--- src/rtl/char_jump_ctrl.sv ---
// char_jump_ctrl: SkyHop vertical motion (IDLE/RISE/FALL/LAND/DEAD) with tick-gated discrete gravity.
// Optional macro JUMP_CUT_EN: releasing jump while rising caps upward speed at 2 (variable jump height).
module char_jump_ctrl #(
    parameter logic [9:0] Y_START      = 10'd500,
    parameter logic [9:0] Y_FLOOR      = 10'd599,
    parameter logic [5:0] JUMP_VEL     = 6'd12,
    parameter logic [5:0] MAX_FALL_VEL = 6'd10,
    parameter logic [7:0] GRAV_TICKS   = 8'd20
) (
    input  logic       clk_40MHz,
    input  logic       rst_n,
    input  logic       movement_tick,
    input  logic       jump_req,
    input  logic       on_platform,
    input  logic [9:0] platform_y,
    output logic [9:0] char_y,
    output logic [2:0] char_state,
    output logic       landed,
    output logic       game_over
);

    typedef enum logic [2:0] {
        IDLE = 3'd0,
        RISE = 3'd1,
        FALL = 3'd2,
        LAND = 3'd3,
        DEAD = 3'd4
    } state_t;

    state_t      state;
    logic [5:0]  vel;
    logic [7:0]  grav_cnt;

    logic        grav_event;
    logic [7:0]  grav_cnt_next;
    logic [10:0] y_up;
    logic [10:0] y_down;
    logic [9:0]  rise_y;
    logic [5:0]  rise_vel;
    logic [5:0]  fall_vel;
    logic        floor_hit;

    // Next-value arithmetic is done at 11 bits so rising clamps at 0 and falling never wraps.
    always_comb begin
        grav_event    = (grav_cnt == (GRAV_TICKS - 8'd1));
        grav_cnt_next = grav_event ? 8'd0 : (grav_cnt + 8'd1);
        y_up          = {1'b0, char_y} - {5'b0, vel};
        y_down        = {1'b0, char_y} + {5'b0, vel};
        rise_y        = y_up[10] ? 10'd0 : y_up[9:0];
        rise_vel      = vel - {5'b0, grav_event};
`ifdef JUMP_CUT_EN
        if (!jump_req && (rise_vel > 6'd2)) begin
            rise_vel = 6'd2;
        end
`endif
        fall_vel      = vel;
        if (grav_event && (vel < MAX_FALL_VEL)) begin
            fall_vel = vel + 6'd1;
        end
        floor_hit     = (y_down >= {1'b0, Y_FLOOR});
    end

    // LAND always drops back to IDLE after one clock; everything else waits for a movement tick.
    always_ff @(posedge clk_40MHz) begin
        if (!rst_n) begin
            state     <= IDLE;
            char_y    <= Y_START;
            vel       <= 6'd0;
            grav_cnt  <= 8'd0;
            landed    <= 1'b0;
            game_over <= 1'b0;
        end else begin
            landed <= 1'b0;
            if (state == LAND) begin
                state <= IDLE;
            end else if (movement_tick) begin
                case (state)
                    IDLE: begin
                        if (jump_req) begin
                            state    <= RISE;
                            vel      <= JUMP_VEL;
                            grav_cnt <= 8'd0;
                        end
                    end
                    RISE: begin
                        char_y   <= rise_y;
                        vel      <= rise_vel;
                        grav_cnt <= grav_cnt_next;
                        if (rise_vel == 6'd0) begin
                            state <= FALL;
                        end
                    end
                    FALL: begin
                        if (on_platform) begin
                            char_y <= platform_y;
                            vel    <= 6'd0;
                            state  <= LAND;
                            landed <= 1'b1;
                        end else if (floor_hit) begin
                            char_y    <= Y_FLOOR;
                            state     <= DEAD;
                            game_over <= 1'b1;
                        end else begin
                            char_y   <= y_down[9:0];
                            vel      <= fall_vel;
                            grav_cnt <= grav_cnt_next;
                        end
                    end
                    default: begin
                    end
                endcase
            end
        end
    end

    assign char_state = state;

endmodule

--- config.mk ---
export PLATFORM = sky130hd
export DESIGN_NAME = char_jump_ctrl
export DESIGN_NICKNAME = d
export VERILOG_FILES = /design/src/rtl/char_jump_ctrl.sv
export SDC_FILE = /design/constraint.sdc
export NUM_CORES = 1
export LEC_CHECK = 0
export CORE_ASPECT_RATIO = 0.5
export CORE_UTILIZATION = 45
export CTS_CLUSTER_DIAMETER = 120
export DETAILED_ROUTE_END_ITERATION = 8
export GPL_ROUTABILITY_DRIVEN = 1
export PLACE_DENSITY_LB_ADDON = 0.12
export SLEW_MARGIN = 20
export SYNTH_ARGS = -nofsm -noshare
export SYNTH_HDL_FRONTEND = slang
export SYNTH_SLANG_ARGS = --single-unit
--- constraint.sdc ---
create_clock -name clk_40MHz -period 3.9 [get_ports clk_40MHz]
set_input_delay 0.975 -clock clk_40MHz [delete_from_list [all_inputs] [get_ports clk_40MHz]]
set_output_delay 0.975 -clock clk_40MHz [all_outputs]
set_load 0.02 [all_outputs]
==> key figures, run 1 <==
Outcome
  – Status: completed

Critical path
  – Highest cell delay on the worst timing path: 0.53 ns
  – CP required: 4.12 ns
  – Worst R2R Path Depth: 11
  – Worst reg2reg setup slack: 0.59 ns
  – CP Class: flop to flop
  – CP max stage cell: or4_1
  – WP data arrival: 3.53 ns
  – RR Endpoint: grav_cnt[7]$_SDFFE_PN0P_
  – Cell mode on critical path: a21oi_1
  – CP Cell Sequence: ha_1 -> inv_1 -> fa_1 -> o21bai_1 -> a21oi_1 -> xnor2_1 -> o21a_1 -> o211ai_2 -> a31oi_4 -> or4_1 -> a21oi_1
  – Crit start category: flop
  – CP endpoint kind: flop
  – Critical Path Fanout Max: 16
  – RR Startpoint: vel[0]$_SDFFE_PN0P_

Detailed routing
  – Number of vias per cell: about 6.4
  – DR WL/cell: 17.6 um
  – Routed vias: between 2k and 3k
  – Residual DRC: 0
  – DRT Wirelength: approximately 7.4 mm
  – Router iterations before antenna repair: 5
  – Drt initial violations: ~190
  – Post-DRT Antenna Nets: 0

Layout
  – Commonest non-fill, non-tap cells in the layout: 31 x a21oi_1, 29 x dfxtp_1, 29 x clkdlybuf4s50_1
  – Ant. Diodes: 0
  – Commonest non-fill, non-tap cell in the layout: a21oi_1
  – Layout cells sized above 1: 0.101
  – Nets: between 300 and 400
  – Area growth from synthesis to layout: 16.8%

Floorplanning
  – Total die area: between 5000 and 6000 um^2
  – Core area: ~5000 um^2
  – Row cnt: 18
  – Die width: approximately 110 um
  – I/O Pins: 30
  – Starting Density: 0.489
  – Die Y: ~55 um

Min path
  – Hold Path Stages: 2
  – Min-delay src: game_over$_SDFFE_PN0P_
  – WHS Endpoint: game_over$_SDFFE_PN0P_
  – Worst hold path class: flop to flop

CTS
  – Inserted Clock Buffers: 5
  – Clk pin slew, worst setup/hold paths: about 0.07 ns
  – Post-CTS resize count: 0
  – TritonCTS clock tree: built
  – Clock Tree Root: clkbuf_8
  – Setup Buffers After CTS: 0
  – CTS max path bufs: 2
  – Clock Latency Late Sink: roughly 0.30 ns
  – CTS Hold Bufs: 0
  – H-tree depth: 2
  – # clock sinks: 29

Logic synthesis
  – Syn Nets: approximately 360
  – Synth warnings: 0
  – Mapped cell area: between 2000 and 3000 um^2
  – Synth unique cells: 66
  – Dominant cells by area after synthesis: dfxtp_1 23%, ha_1 8.0%, a21oi_1 6.2%
  – Post-synthesis sequential area ratio: 0.231
  – Avg Inst Size Synth: around 7.7 um^2
  – Async S/R FF share, synth: 0
  – Post-Synthesis Cells: between 300 and 400
  – Post-synth EDFFs: 0
  – Synth Register Bits: 29
  – Area leader, netlist: dfxtp_1
  – Ys flop type: dfxtp_1
  – Top cell type's share of synthesized area: 0.231

Placement
  – DP Worst Slack: approximately 0.55 ns
  – Hpwl dp: around 5.4 mm
  – Global placement routability congestion: 0.900
  – Port Buffers: 29

STA
  – Setup violations, final: 0
  – FMAX: ~0.30 GHz
  – Clk_skew: ~0.013 ns
  – Final WS setup: ~0.6 ns
  – Setup TNS: 0 ns
  – Fin crit share: 0.848
  – Min Clock Period, post-route: 3.31 ns
  – Unrepaired setup endpoints after global routing: false
  – Slew HR: 0.427
  – Final Hold Fails: 0
  – Worst slew pin tran: roughly 0.85 ns
  – Slew Viols, Final: 0

GRT
  – Initial antenna violation count: 0
  – Pin count of the biggest net entering global routing: 20
  – Vias in the first global route: 2411
  – First-pass GRT wire length: 11.8 mm
  – Total grt overflow: 0
  – Global Route Usage Sum: 0.266

Pwr
  – Leakage: between 1 and 1.5 nW
  – VDD IR-drop max: between 0.15 and 0.2 mV
  – P per Cell Area: 342 nW/um^2

Run
  – Max-Cap Viols: 0
==> cell families (layout without fill, tap and decap cells) <==
logic type               after synthesis  after routing  synth area share
adder cells (fa/ha/maj)               18             18            0.0957
AND/OR/NAND/NOR                      112            112             0.244
flip-flops                            29             29             0.231
buffers and inverters                 38             62            0.0653
XOR/XNOR                               9              9            0.0344
multiplexers                           2              2           0.00798
AO/OA/AOI/OAI                        116            116             0.322
==> cells in the mapped netlist (3+ instances only) <==
master    count
a21o_1        6
a21oi_1      31
a221oi_1      4
a31oi_1       6
and2_1        5
buf_2         5
buf_4         4
clkbuf_1      8
dfxtp_1      29
ha_1         16
inv_1        19
nand2_1      20
nand2b_1      3
nand3_1      16
nand3b_1      3
nand4_1       4
nor2_1       23
nor2b_1       5
nor3_1        8
nor3b_1       3
o21ai_0      28
o21bai_1      3
o221a_2       5
o31ai_1       5
or3_1         5
or4_1         5
xnor2_1       7
==> worst max-delay path: cells and delay by family (launching register included) <==
family          cells  cell delay [ns]
xor+xnor            1             0.16
buf+inv             1             0.06
flops               1             0.48
fa+ha+maj           2             0.63
simple gates        1             0.53
compound gates      6             1.39
==> how the worst max path moves through the flow <==
stage                                   from                          to  slack, ns  cells after the start
floorplan           grav_cnt[0]$_SDFFE_PN0P_  char_state[2]$_SDFFE_PP0P_       1.05                     12
global placement                 on_platform         vel[5]$_SDFFE_PN0P_       0.54                      9
detailed placement               on_platform         vel[5]$_SDFFE_PN0P_       0.55                      9
CTS                      vel[0]$_SDFFE_PN0P_    grav_cnt[7]$_SDFFE_PN0P_       0.64                     11
global route             vel[0]$_SDFFE_PN0P_    grav_cnt[7]$_SDFFE_PN0P_       0.42                     11
finish                   vel[0]$_SDFFE_PN0P_    grav_cnt[7]$_SDFFE_PN0P_       0.59                     11
==> per-stage QoR <==
step	power [mW]	utilization	hold slack [ns]	instance area [um^2]	instances
final	1.00	0.571	0.475	2930	418
after global routing	1.05	0.571	0.528	2930	418
after CTS	0.997	0.571	0.480	2930	418
after detailed placement	0.715	0.552	0.462	2840	410
after global placement	0.709	0.552	0.458	2840	410
after floorplan	0.610	-	0.455	2510	324
==> cell type report <==
| cell class | instances | area (um^2) |
|---|---|---|
| inverter | 20 | 75.1 |
| fill | 503 | 2200 |
| tap | 70 | 87.6 |
| multi-input combinational | 257 | 1770 |
| timing repair buffer | 34 | 328 |
| sequential | 29 | 581 |
| clock buffer | 6 | 82.6 |
| clock inverter | 2 | 13.8 |
==> sequential cells by signal, indices dropped and copies added, names as in the netlist <==
| signal | count |
|---|---|
| landed | 1 |
| game_over | 1 |
| grav_cnt | 8 |
| vel | 6 |
| char_y | 10 |
| char_state | 3 |
==> power by group <==
group          internal (mW)  switching [mW]  total, mW  leakage (nW)
Combinational          0.154           0.219      0.373         0.792
Sequential             0.314          0.0317      0.346         0.236
Clock                  0.143           0.141      0.284        0.0512
==> per-layer routing <==
metal  vias up  track usage  part of all wire
li1       1250            -                 -
met1      1295        0.341              0.47
met2       100        0.452              0.45
met3        14       0.0667             0.068
met4         0       0.0731             0.013
met5         -            0                 0
Power figures use the tool's default switching activity.
==> run 2: changes to the inputs <==
- clock period: 3.9 -> 2.7 ns (I/O delays scaled with it)
==> run 2 against run 1 <==
The run now ends with setup timing left; via count increased by 7.0%; combinational power is 100% higher; routed wire length is 14% higher; register-to-register slack worse by 0.64 ns; non-clock buffer count up 57; utilization grew 14 points; setup slack got worse by 0.64 ns.
==> key figures, run 2 (synthesis gave the netlist of run 1 again) <==
Critical path
  – CP required: 2.93 ns
  – CP endpoint kind: flop
  – Crit start category: flop
  – Critical Path Fanout Max: 4
  – WP data arrival: 2.97 ns
  – CP Class: flop to flop

GRT
  – Global Route Usage Sum: 0.290
  – Total grt overflow: 0
  – Pin count of the biggest net entering global routing: 20
  – GR Layer Usage met3: 0.0619
  – Met1 usage: 0.387
  – First-pass GRT wire length: ~12 mm
  – Met2 global-route usage: 0.478
  – Initial antenna violation count: 0
  – Vias in the first global route: around 2.5k
  – Grt peak-use layer: met2

CTS
  – Clock Latency Late Sink: approximately 0.31 ns
  – Clk pin slew, worst setup/hold paths: roughly 0.080 ns
  – CTS Hold Bufs: 0
  – TritonCTS clock tree: built
  – Inserted Clock Buffers: 5
  – H-tree depth: 2
  – # clock sinks: 29
  – CTS max path bufs: 2
  – Clock Tree Root: clkbuf_8

Run
  – Max-Cap Viols: 0

Detailed routing
  – DRT Wirelength: roughly 8.4 mm
  – Number of vias per cell: roughly 6.0
  – Post-DRT Antenna Nets: 0
  – Router iterations before antenna repair: 5
  – Routed vias: 2844
  – Residual DRC: 0
  – DR WL/cell: 17.7 um
  – Drt initial violations: ~210

Floorplanning
  – Total die area: ~5900 um^2
  – Die width: between 100 and 150 um
  – Die Y: between 50 and 60 um
  – Row cnt: 18
  – Core area: about 5000 um^2
  – I/O Pins: 30
  – Starting Density: 0.489

STA
  – Final WS setup: -0.0493 ns
  – Unrepaired setup endpoints after global routing: true
  – Final Hold Fails: 0
  – FMAX: ~0.36 GHz
  – Fin crit share: 1.02
  – Slew Viols, Final: 0
  – Min Clock Period, post-route: 2.75 ns
  – Worst slew pin tran: 0.675 ns
  – Slew HR: 0.545
  – Setup violations, final: 9
  – Clk_skew: 0.00733 ns

Min path
  – Worst hold path class: flop to flop

Layout
  – Nets: 438
  – Layout cells sized above 1: 0.340
  – Commonest non-fill, non-tap cells in the layout: 52 x buf_4, 29 x clkdlybuf4s50_1, 26 x o21ai_0
  – Area growth from synthesis to layout: 44.8%
  – Largest regs: char_y x10, grav_cnt x8, vel x6
  – Commonest non-fill, non-tap cell in the layout: buf_4
  – # fillers: slightly above 400
  – Biggest register: char_y
  – Largest register FFs: 10
  – Non-filler cells, final: between 400 and 500
  – Ant. Diodes: 0

Outcome
  – Status: complete, but fails checks
  – Failing checks: setup timing

Pwr
  – Final Power: 1.63 mW
  – Leakage: ~1.4 nW
  – P per Cell Area: between 400 and 500 nW/um^2
  – VDD IR-drop max: between 0.2 and 0.3 mV

Placement
  – Placed cell count: around 460
  – Global placement routability congestion: about 0.9
  – Hpwl dp: 6.08 mm
  – Port Buffers: 29
-- run 2: cell types whose count changed in the layout (fill, tap and decap cells not counted), moves of 6 or more --
cell,previous run,this run
dfxtp_1,29,22
buf_4,5,52
a21oi_1,31,25
a21oi_2,1,7
ha_1,16,9
buf_6,0,9
-- run 2: cell type report --
type / instances / area [um^2] / area share
Clock buffer: 5 / 68.8 / 0.0189
Clock inverter: 3 / 17.5 / 0.00482
Inverter: 20 / 75.1 / 0.0207
Multi-Input combinational cell: 258 / 1980 / 0.546
Sequential cell: 29 / 599 / 0.165
Tap cell: 70 / 87.6 / 0.0241
Timing Repair Buffer: 91 / 802 / 0.221
-- run 2: report_power, final --
part	switching, mW	internal [mW]
Clock	0.206	0.178
Sequential	0.0333	0.455
Combinational	0.396	0.361
Total	0.635	0.994
-- run 2: path summary, 6_finish.rpt --
path                            start                         end  slack [ns]  cells past startpoint
min reg2reg    game_over$_SDFFE_PN0P_      game_over$_SDFFE_PN0P_        0.49                      2
min            game_over$_SDFFE_PN0P_      game_over$_SDFFE_PN0P_        0.49                      2
max reg2reg  grav_cnt[1]$_SDFFE_PN0P_  char_state[2]$_SDFFE_PP0P_       -0.05                     12
max          grav_cnt[1]$_SDFFE_PN0P_  char_state[2]$_SDFFE_PP0P_       -0.05                     12
-- run 2: through the flow --
stage	hold WS (ns)	worst slack (ns)	TNS, ns	area [um^2]	utilization
after CTS	0.498	-0.0450	-0.0852	3450	0.671
after floorplan	0.460	-0.0540	-0.0783	2550	-
after global placement	0.457	-0.0632	-0.157	3250	0.633
after global routing	0.521	-0.226	-1.84	3630	0.708
after detailed placement	0.486	-0.118	-0.774	3250	0.633
final	0.493	-0.0493	-0.227	3630	0.708
-- run 2: worst max-delay path: stages (launching register included) --
cell and delay [ns]:
dfxtp_4 0.36, ha_4 0.13, inv_2 0.03, or4b_4 0.49, nor4_4 0.19, ha_2 0.25, ha_4 0.15, xnor2_2 0.10
nand4_1 0.09, or3b_1 0.37, a21oi_2 0.20, a21oi_1 0.10, a211oi_1 0.21
-- run 2: repair_timing --
item / in CTS / in global routing
pin swaps: 11 / 39
cloned: 1 / 0
resized for setup: 14 / 44
buffers inserted: 4 / 5
setup endpoints to repair: 21 / 26
-- run 2: metal layers --
metal	up-vias	part of all wire
li1	1371	-
met5	-	0
met4	0	0.0097
met1	1346	0.46
met2	115	0.45
met3	12	0.081
